[src/rtl/ycbcr_level_shift_stream.sv]
// RGB to level-shifted YCbCr streaming front end for the JPEG path.
// Three pipeline stages (multiply, sum+round, shift/clamp/level-shift) share
// one advance enable so a stalled output freezes the whole pipe in place.
// A beat counter tags the last pixel of every block; that tag rides along
// with the data and becomes m_axis_tlast at the output.
module ycbcr_level_shift_stream #(
    parameter int PIX_W        = 8,
    parameter int CHROMA_EN    = 0,
    parameter int BLOCK_PIXELS = 64,
    parameter int CNT_W        = 16
) (
    input  logic                                      clk_in,
    input  logic                                      rst_in,
    input  logic                                      s_axis_tvalid,
    output logic                                      s_axis_tready,
    input  logic [3*PIX_W-1:0]                        s_axis_tdata,
    input  logic                                      s_axis_tlast,
    output logic                                      m_axis_tvalid,
    input  logic                                      m_axis_tready,
    output logic [((CHROMA_EN != 0) ? 3 : 1)*PIX_W-1:0] m_axis_tdata,
    output logic                                      m_axis_tlast,
    output logic [CNT_W-1:0]                          block_count,
    output logic                                      align_err
);

    localparam int SW = PIX_W + 12;
    localparam int BW = $clog2(BLOCK_PIXELS);

    localparam logic [BW-1:0]        LAST_BEAT = BW'(BLOCK_PIXELS - 1);
    localparam logic signed [SW-1:0] RND       = SW'(512);
    localparam logic signed [SW-1:0] HALF      = SW'(1 <<< (PIX_W - 1));
    localparam logic signed [SW-1:0] SAT_HI    = HALF - SW'(1);
    localparam logic signed [SW-1:0] SAT_LO    = -HALF;

    localparam logic signed [SW-1:0] C_YR  = SW'(306);
    localparam logic signed [SW-1:0] C_YG  = SW'(601);
    localparam logic signed [SW-1:0] C_YB  = SW'(116);

    // Drop the 10 fractional bits and move Y from [0, 2^PIX_W) to signed range.
    function automatic logic signed [PIX_W-1:0] level_shift_y(input logic signed [SW-1:0] sum);
        return PIX_W'((sum >>> 10) - HALF);
    endfunction

    // Floor-shift a chroma sum and saturate it to the signed output range.
    function automatic logic signed [PIX_W-1:0] sat_chroma(input logic signed [SW-1:0] sum);
        logic signed [SW-1:0] s;
        s = sum >>> 10;
        if (s > SAT_HI) begin
            return PIX_W'(SAT_HI);
        end else if (s < SAT_LO) begin
            return PIX_W'(SAT_LO);
        end else begin
            return PIX_W'(s);
        end
    endfunction

    logic                 w_adv;
    logic                 w_acc;
    logic                 w_at_last;
    logic signed [SW-1:0] w_r;
    logic signed [SW-1:0] w_g;
    logic signed [SW-1:0] w_b;

    logic [BW-1:0]        r_beat;
    logic                 r_vld_p0, r_vld_p1, r_vld_p2;
    logic                 r_last_p0, r_last_p1, r_last_p2;
    logic [CNT_W-1:0]     r_blk_cnt;
    logic                 r_align_err;

    logic signed [SW-1:0]    r_yr_p0, r_yg_p0, r_yb_p0;
    logic signed [SW-1:0]    r_ysum_p1;
    logic signed [PIX_W-1:0] r_y_p2;

    // Output valid low means the output register is free, so the pipe may move.
    assign w_adv         = m_axis_tready | ~r_vld_p2;
    assign s_axis_tready = w_adv & ~rst_in;
    assign w_acc         = s_axis_tvalid & s_axis_tready;
    assign w_at_last     = (r_beat == LAST_BEAT);

    assign w_r = $signed({{(SW-PIX_W){1'b0}}, s_axis_tdata[3*PIX_W-1 -: PIX_W]});
    assign w_g = $signed({{(SW-PIX_W){1'b0}}, s_axis_tdata[2*PIX_W-1 -: PIX_W]});
    assign w_b = $signed({{(SW-PIX_W){1'b0}}, s_axis_tdata[PIX_W-1 -: PIX_W]});

    // Control path: valids, block-end tags, beat counter, block count, sticky error.
    always_ff @(posedge clk_in or posedge rst_in) begin
        if (rst_in) begin
            r_vld_p0    <= 1'b0;
            r_vld_p1    <= 1'b0;
            r_vld_p2    <= 1'b0;
            r_last_p0   <= 1'b0;
            r_last_p1   <= 1'b0;
            r_last_p2   <= 1'b0;
            r_beat      <= '0;
            r_blk_cnt   <= '0;
            r_align_err <= 1'b0;
        end else begin
            if (w_adv) begin
                // input -> p0
                r_vld_p0  <= w_acc;
                r_last_p0 <= w_acc & w_at_last;
                // p0 -> p1
                r_vld_p1  <= r_vld_p0;
                r_last_p1 <= r_last_p0;
                // p1 -> p2
                r_vld_p2  <= r_vld_p1;
                r_last_p2 <= r_last_p1;
            end
            if (w_acc) begin
                r_beat <= w_at_last ? '0 : r_beat + 1'b1;
                if (s_axis_tlast != w_at_last) begin
                    r_align_err <= 1'b1;
                end
            end
            if (r_vld_p2 && m_axis_tready && r_last_p2) begin
                r_blk_cnt <= r_blk_cnt + 1'b1;
            end
        end
    end

    // Luma multiply and sum stages; these carry no reset since valids qualify them.
    always_ff @(posedge clk_in) begin
        if (w_adv) begin
            // input -> p0: products
            r_yr_p0   <= w_r * C_YR;
            r_yg_p0   <= w_g * C_YG;
            r_yb_p0   <= w_b * C_YB;
            // p0 -> p1: sum with rounding constant
            r_ysum_p1 <= r_yr_p0 + r_yg_p0 + r_yb_p0 + RND;
        end
    end

    // Luma output stage; cleared on reset so the output bus starts at zero.
    always_ff @(posedge clk_in or posedge rst_in) begin
        if (rst_in) begin
            r_y_p2 <= '0;
        end else if (w_adv) begin
            // p1 -> p2: shift and level-shift
            r_y_p2 <= level_shift_y(r_ysum_p1);
        end
    end

    generate
        if (CHROMA_EN != 0) begin : g_chroma
            localparam logic signed [SW-1:0] C_CBR = -SW'(173);
            localparam logic signed [SW-1:0] C_CBG = -SW'(339);
            localparam logic signed [SW-1:0] C_CBB = SW'(512);
            localparam logic signed [SW-1:0] C_CRR = SW'(512);
            localparam logic signed [SW-1:0] C_CRG = -SW'(429);
            localparam logic signed [SW-1:0] C_CRB = -SW'(83);

            logic signed [SW-1:0]    r_cbr_p0, r_cbg_p0, r_cbb_p0;
            logic signed [SW-1:0]    r_crr_p0, r_crg_p0, r_crb_p0;
            logic signed [SW-1:0]    r_cbsum_p1, r_crsum_p1;
            logic signed [PIX_W-1:0] r_cb_p2, r_cr_p2;

            // Chroma multiply and sum stages, advancing in lockstep with luma.
            always_ff @(posedge clk_in) begin
                if (w_adv) begin
                    // input -> p0: products
                    r_cbr_p0   <= w_r * C_CBR;
                    r_cbg_p0   <= w_g * C_CBG;
                    r_cbb_p0   <= w_b * C_CBB;
                    r_crr_p0   <= w_r * C_CRR;
                    r_crg_p0   <= w_g * C_CRG;
                    r_crb_p0   <= w_b * C_CRB;
                    // p0 -> p1: sums with rounding constant
                    r_cbsum_p1 <= r_cbr_p0 + r_cbg_p0 + r_cbb_p0 + RND;
                    r_crsum_p1 <= r_crr_p0 + r_crg_p0 + r_crb_p0 + RND;
                end
            end

            // Chroma output stage with saturation; cleared on reset.
            always_ff @(posedge clk_in or posedge rst_in) begin
                if (rst_in) begin
                    r_cb_p2 <= '0;
                    r_cr_p2 <= '0;
                end else if (w_adv) begin
                    // p1 -> p2: floor shift and clamp
                    r_cb_p2 <= sat_chroma(r_cbsum_p1);
                    r_cr_p2 <= sat_chroma(r_crsum_p1);
                end
            end

            assign m_axis_tdata = {r_cr_p2, r_cb_p2, r_y_p2};
        end else begin : g_luma_only
            assign m_axis_tdata = r_y_p2;
        end
    endgenerate

    assign m_axis_tvalid = r_vld_p2;
    assign m_axis_tlast  = r_last_p2;
    assign block_count   = r_blk_cnt;
    assign align_err     = r_align_err;

endmodule
[config.mk]
export PLATFORM = sky130hd
export DESIGN_NAME = ycbcr_level_shift_stream
export DESIGN_NICKNAME = d
export VERILOG_FILES = /design/src/rtl/ycbcr_level_shift_stream.sv
export SDC_FILE = /design/constraint.sdc
export NUM_CORES = 1
export LEC_CHECK = 0
export CAP_MARGIN = 20
export CORE_UTILIZATION = 60
export DETAILED_ROUTE_END_ITERATION = 8
export PLACE_DENSITY = 0.8
export SYNTH_ARGS = -nofsm -noshare
export SYNTH_HDL_FRONTEND = slang
export SYNTH_SLANG_ARGS = --single-unit
[constraint.sdc]
create_clock -name clk_in -period 3 [get_ports clk_in]
set_input_delay 0.45 -clock clk_in [delete_from_list [all_inputs] [get_ports clk_in]]
set_output_delay 0.45 -clock clk_in [all_outputs]
set_load 0.02 [all_outputs]
[Word level (Yosys, flattened, before mapping)]
Cells that the tools add are included.
Word-level totals
  register bits: 102
  input bits: 29
  output and inout bits: 28
  word-level logic and storage cells: 35
Cells by class
  add/subtract/negate cells: 6
  $mul: 3
  equality and inequality tests: 2
  mux-type cells: 1
  bitwise operators: 6
  reductions and logical operators: 3
Operator list (count)
  18-bit by 11-bit adder with 18-bit output (second input constant): 1
  18-bit by 16-bit adder with 18-bit output: 1
  18-bit adder: 1
  8-bit by 10-bit multiplier with 18-bit output (second input constant): 1
  16-bit by 1-bit adder with 16-bit output (second input constant): 1
  8-bit by 8-bit multiplier with 16-bit output (second input constant): 1
  8-bit by 5-bit multiplier with 13-bit output (second input constant): 1
  8-bit subtractor (second input constant): 1
  6-bit by 1-bit adder with 6-bit output (second input constant): 1
  6-bit == test (second input constant): 1
  6-bit 2-to-1 mux: 1
  1-bit AND: 3
  1-bit logical AND: 2
  1-bit NOT: 2
  2-bit AND reduction: 1
  1-bit inequality test: 1
  1-bit OR: 1

[Depth between registers and ports, before layout]
  word-level depth: 5
  mapped depth: 14

[Worst setup path before layout]
No wires, ideal clock.
  path type: input to register
  start point: in s_axis_tdata[14]
  end point: reg r_yg_p0[16], data pin
  arrival: 3379 ps
  setup slack: -516 ps
  stages: 12
  path through: ha_1 > inv_1 > fa_1 > inv_1 > fa_1 > fa_1 > ha_1 > nor2_1 > nor2b_1 > nand3_1 > or4b_1 > nand4_1
Between the ends
  cells in the longest elaborated chain, start to end: 1
Ends and longest elaborated chain
  start, declared: RTL line 16  | input logic [3*PIX_W-1:0] s_axis_tdata,
  8-bit by 10-bit multiplier with 18-bit output: RTL line 125  | r_yg_p0 <= w_g * C_YG;
  end signal, assigned: RTL line 125
  end, declared: RTL line 70  | logic signed [SW-1:0] r_yr_p0, r_yg_p0, r_yb_p0;
No other way between the ends.
A chain may end at the register's enable or synchronous reset.

[Worst setup path after layout]
Same ends and word-level chain as after synthesis.

==> key figures <==
Global route
  – Number of global-route vias before repair: between 5000 and 6000
  – Largest net degree at the start of global routing: 55
  – Initial antenna violation count: 0
  – GRT Residual Overflow: 0
  – Met1 usage: 0.294
  – Total global-route track usage: 0.269
  – Met2 usage: 0.510
  – Global-route wire length before repair: between 20000 and 30000 um
  – Most Used Layer, Global Route: met2
  – M3 GR Usage: 0.0414

Cells and area
  – Commonest non-fill, non-tap cells in the layout: buf_4 (94), ha_1 (92), inv_1 (57)
  – Commonest non-fill, non-tap cell in the layout: buf_4
  – Layout area overhead: 35.2%
  – Nets: 994
  – Layout cell share with drive strength beyond 1: 0.339
  – Util after Layout: 0.842
  – Fill count: 567
  – Antenna cells: 0

STA
  – Post-route setup slack: -0.289 ns
  – Slew HR: 0.590
  – Final hold violation count: 0
  – Final max-slew violation count: 0
  – Fin Setup TNS: -1.74 ns
  – Fin Clk Skew: between 0.006 and 0.007 ns
  – Final setup fails: 11
  – Worst Max-Slew Pin Slew: a little over 0.6 ns
  – RSZ-0062 raised after global routing: true
  – F_max: between 300 and 400 MHz
  – Fin crit share: 1.10
  – Tmin final: roughly 3.3 ns

Run status
  – Status: finished, violations left
  – Failing checks: DRC, setup timing

Yosys
  – Post-Synthesis Cells: just over 600
  – Top cell type's share of synthesized area: 0.240
  – Sequential share of the synthesized area: 0.354
  – FF+latch count, synth: just over 90
  – Count of cell types in the netlist: between 50 and 60
  – Synth area leaders: ha_1 (24%), edfxtp_1 (23%), dfrtp_1 (13%)
  – Post-synth EDFFs: 54
  – Syn Std Cell Area: around 7000 um2
  – Async S/R FF share, synth: 0.407
  – Avg Cell Area, Syn: 11.6 um2
  – Top_reg_cell synth: edfxtp_1
  – Syn_nets: a little over 800
  – Synth Warn #: 0
  – Synth area leader: ha_1

Worst setup path
  – Critical Path RT: about 3.2 ns
  – Max incr delay on CP: 0.51 ns
  – Max FO, Critical Path: 4
  – R2R setup slack: ~0.14 ns
  – WP buf/inv: 3
  – Worst r2r dst: r_ysum_p1[16]$_DFFE_PN_
  – CP Data Arrival Time: ~3.5 ns
  – Startpoint Class: input pin
  – Reg-to-Reg Start: r_yr_p0[13]$_DFFE_PN_
  – R2R depth: 8
  – Worst path slowest cell: fa_1
  – CP endpoint kind: flip-flop
  – Crit path max-delay family: adder cells
  – Critical-path cell list: buf_8, ha_4, inv_2, fa_1, inv_1, fa_1, fa_2, ha_4, nor3_4, nor2_2, nand2_2, or4b_1, nand4_1
  – Crit path kind: input pin to flip-flop

Drt
  – Router iterations before antenna repair: 8
  – Drt total wl: roughly 17000 um
  – DRC Markers: 6
  – Vias per inst: about 5.7
  – 1st-iter DRT viols: about 320
  – Wire per inst: roughly 19 um
  – Total number of vias: 5305
  – Routed Antenna Nets: 0

CTS
  – CTS root buf: clkbuf_16
  – CTS H-tree lvls: 3
  – Clock sink count: 91
  – Maximum buffer depth of the clock tree: 2
  – Number of buffers created by CTS: 9
  – Latest clock arrival within the worst-skew pair: about 0.35 ns
  – Reg clk slew, reported paths: roughly 0.06 ns
  – Hold_buf cts: 0
  – CTS tree: built

Power and ir drop
  – Internal power: 0.00606 W
  – Clk network pwr share: 0.115
  – Total power: 0.0104 W
  – Switch share: 0.419
  – Leak: roughly 4.5 nW
  – Logic pwr share: 0.665
  – Peak supply drop: 0.000927 V
  – Switching pwr: 0.00437 W
  – Pwr dens: around 1100 nW/um2
  – Reg power frac: 0.221

Floorplan
  – Chip Height: about 110 um
  – Starting Density: 0.623
  – # rows: 39
  – Core Box Area: 11600 um2
  – Total die area: between 10000 and 15000 um2
  – Die width: 112 um
  – I/O pins: 57

Hold path
  – Cell depth of the worst min-delay path: 2
  – Hold EP: r_yb_p0[3]$_DFFE_PN_
  – Hold_sp: s_axis_tdata[1]
  – HP Class: input pin to flip-flop

Job
  – # Max-Cap Violations: 0

Placement
  – Setup WS pre-CTS: -1.18 ns
  – Detailed placement HPWL: between 10000 and 15000 um
  – # port buffers: 56
  – Routability congestion estimate: around 0.86
==> worst max-delay path by stage <==
stage / endpoint / startpoint / cells past startpoint
finish: r_yg_p0[16]$_DFFE_PN_ / s_axis_tdata[14] / 13
global route: r_yg_p0[16]$_DFFE_PN_ / s_axis_tdata[14] / 15
CTS: r_yg_p0[16]$_DFFE_PN_ / s_axis_tdata[14] / 13
detailed placement: r_yg_p0[16]$_DFFE_PN_ / s_axis_tdata[14] / 13
global placement: r_yg_p0[16]$_DFFE_PN_ / s_axis_tdata[14] / 13
floorplan: r_yg_p0[16]$_DFFE_PN_ / s_axis_tdata[15] / 12
==> sequential cells by signal, summed over array words and instances (netlist names), 6 cells and up <==
register	flops
r_beat	6
r_yr_p0	16
block_count	16
r_ysum_p1	8
r_yb_p0	13
m_axis_tdata	8
r_yg_p0	17
==> power groups by stage <==
stage	registers (W)	clock network, W	logic, W
5_1_grt	0.00233	0.00125	0.00752
3_5_place_dp	0.00233	0	0.00583
4_1_cts	0.00230	0.00121	0.00613
2_1_floorplan	0.00230	0	0.00423
3_3_place_gp	0.00230	0	0.00554
6_report	0.00230	0.00120	0.00693
==> routing by layer <==
metal,part of all wire,vias to the layer above
met3,0.033,44
met5,0,-
met2,0.54,145
li1,-,2485
met1,0.39,2631
met4,0.033,0
==> worst reg2reg max path, stage by stage (launching register included) <==
cell	delay (ns)
edfxtp_1	0.43
fa_1	0.49
ha_1	0.34
ha_4	0.28
and3_1	0.21
a31oi_1	0.18
o311ai_2	0.16
o41ai_2	0.41
xnor2_1	0.10
==> cell families (layout without fill, tap and decap cells) <==
logic type               after synthesis  in the layout  share of synthesized area
AO/OA/AOI/OAI                         85             85                     0.0763
XOR/XNOR                              52             52                     0.0632
adder cells (fa/ha/maj)              182            182                      0.362
buffers and inverters                 86            254                     0.0459
flip-flops                            91             91                      0.354
multiplexers                          14             14                     0.0215
AND/OR/NAND/NOR                      110            110                     0.0775
==> Yosys cell counts, drive strengths merged (7+ instances only) <==
library cell,instances
and3,9
mux2,12
fa,44
nor2,32
nand2,28
o21a,7
xor2,17
dfrtp,37
inv,81
o21ai,24
a21oi,24
nand4,8
edfxtp,54
nand3,8
ha,138
xnor2,35
==> per-stage QoR <==
stage / std cells / hold slack [ns] / area, um2
4_1_cts: 927 / 0.435 / 9390
3_3_place_gp: 899 / 0.419 / 8800
3_5_place_dp: 899 / 0.451 / 8800
5_1_grt: 931 / 0.431 / 9740
6_report: 931 / 0.424 / 9740
2_1_floorplan: 620 / 0.414 / 7440
==> final cells by class <==
cell class                      instances  area, um2  share of cell area
Multi-Input combinational cell        443       5080               0.522
Timing Repair Buffer                  157       1310               0.134
Inverter                               81        310              0.0319
Clock inverter                          6       76.3             0.00783
Tap cell                              143        179              0.0184
Clock buffer                           10        239              0.0245
Sequential cell                        91       2550               0.261
==> what timing repair did <==
item | 4_1_cts | 5_1_grt
setup buffers | 12 | 5
gates resized for setup | 113 | 74
hold endpoints to repair | 0 | 0
endpoints found under the setup margin | 25 | 20
cloned | 0 | 0
pin swaps | 51 | 51
Power figures use the tool's default switching activity.
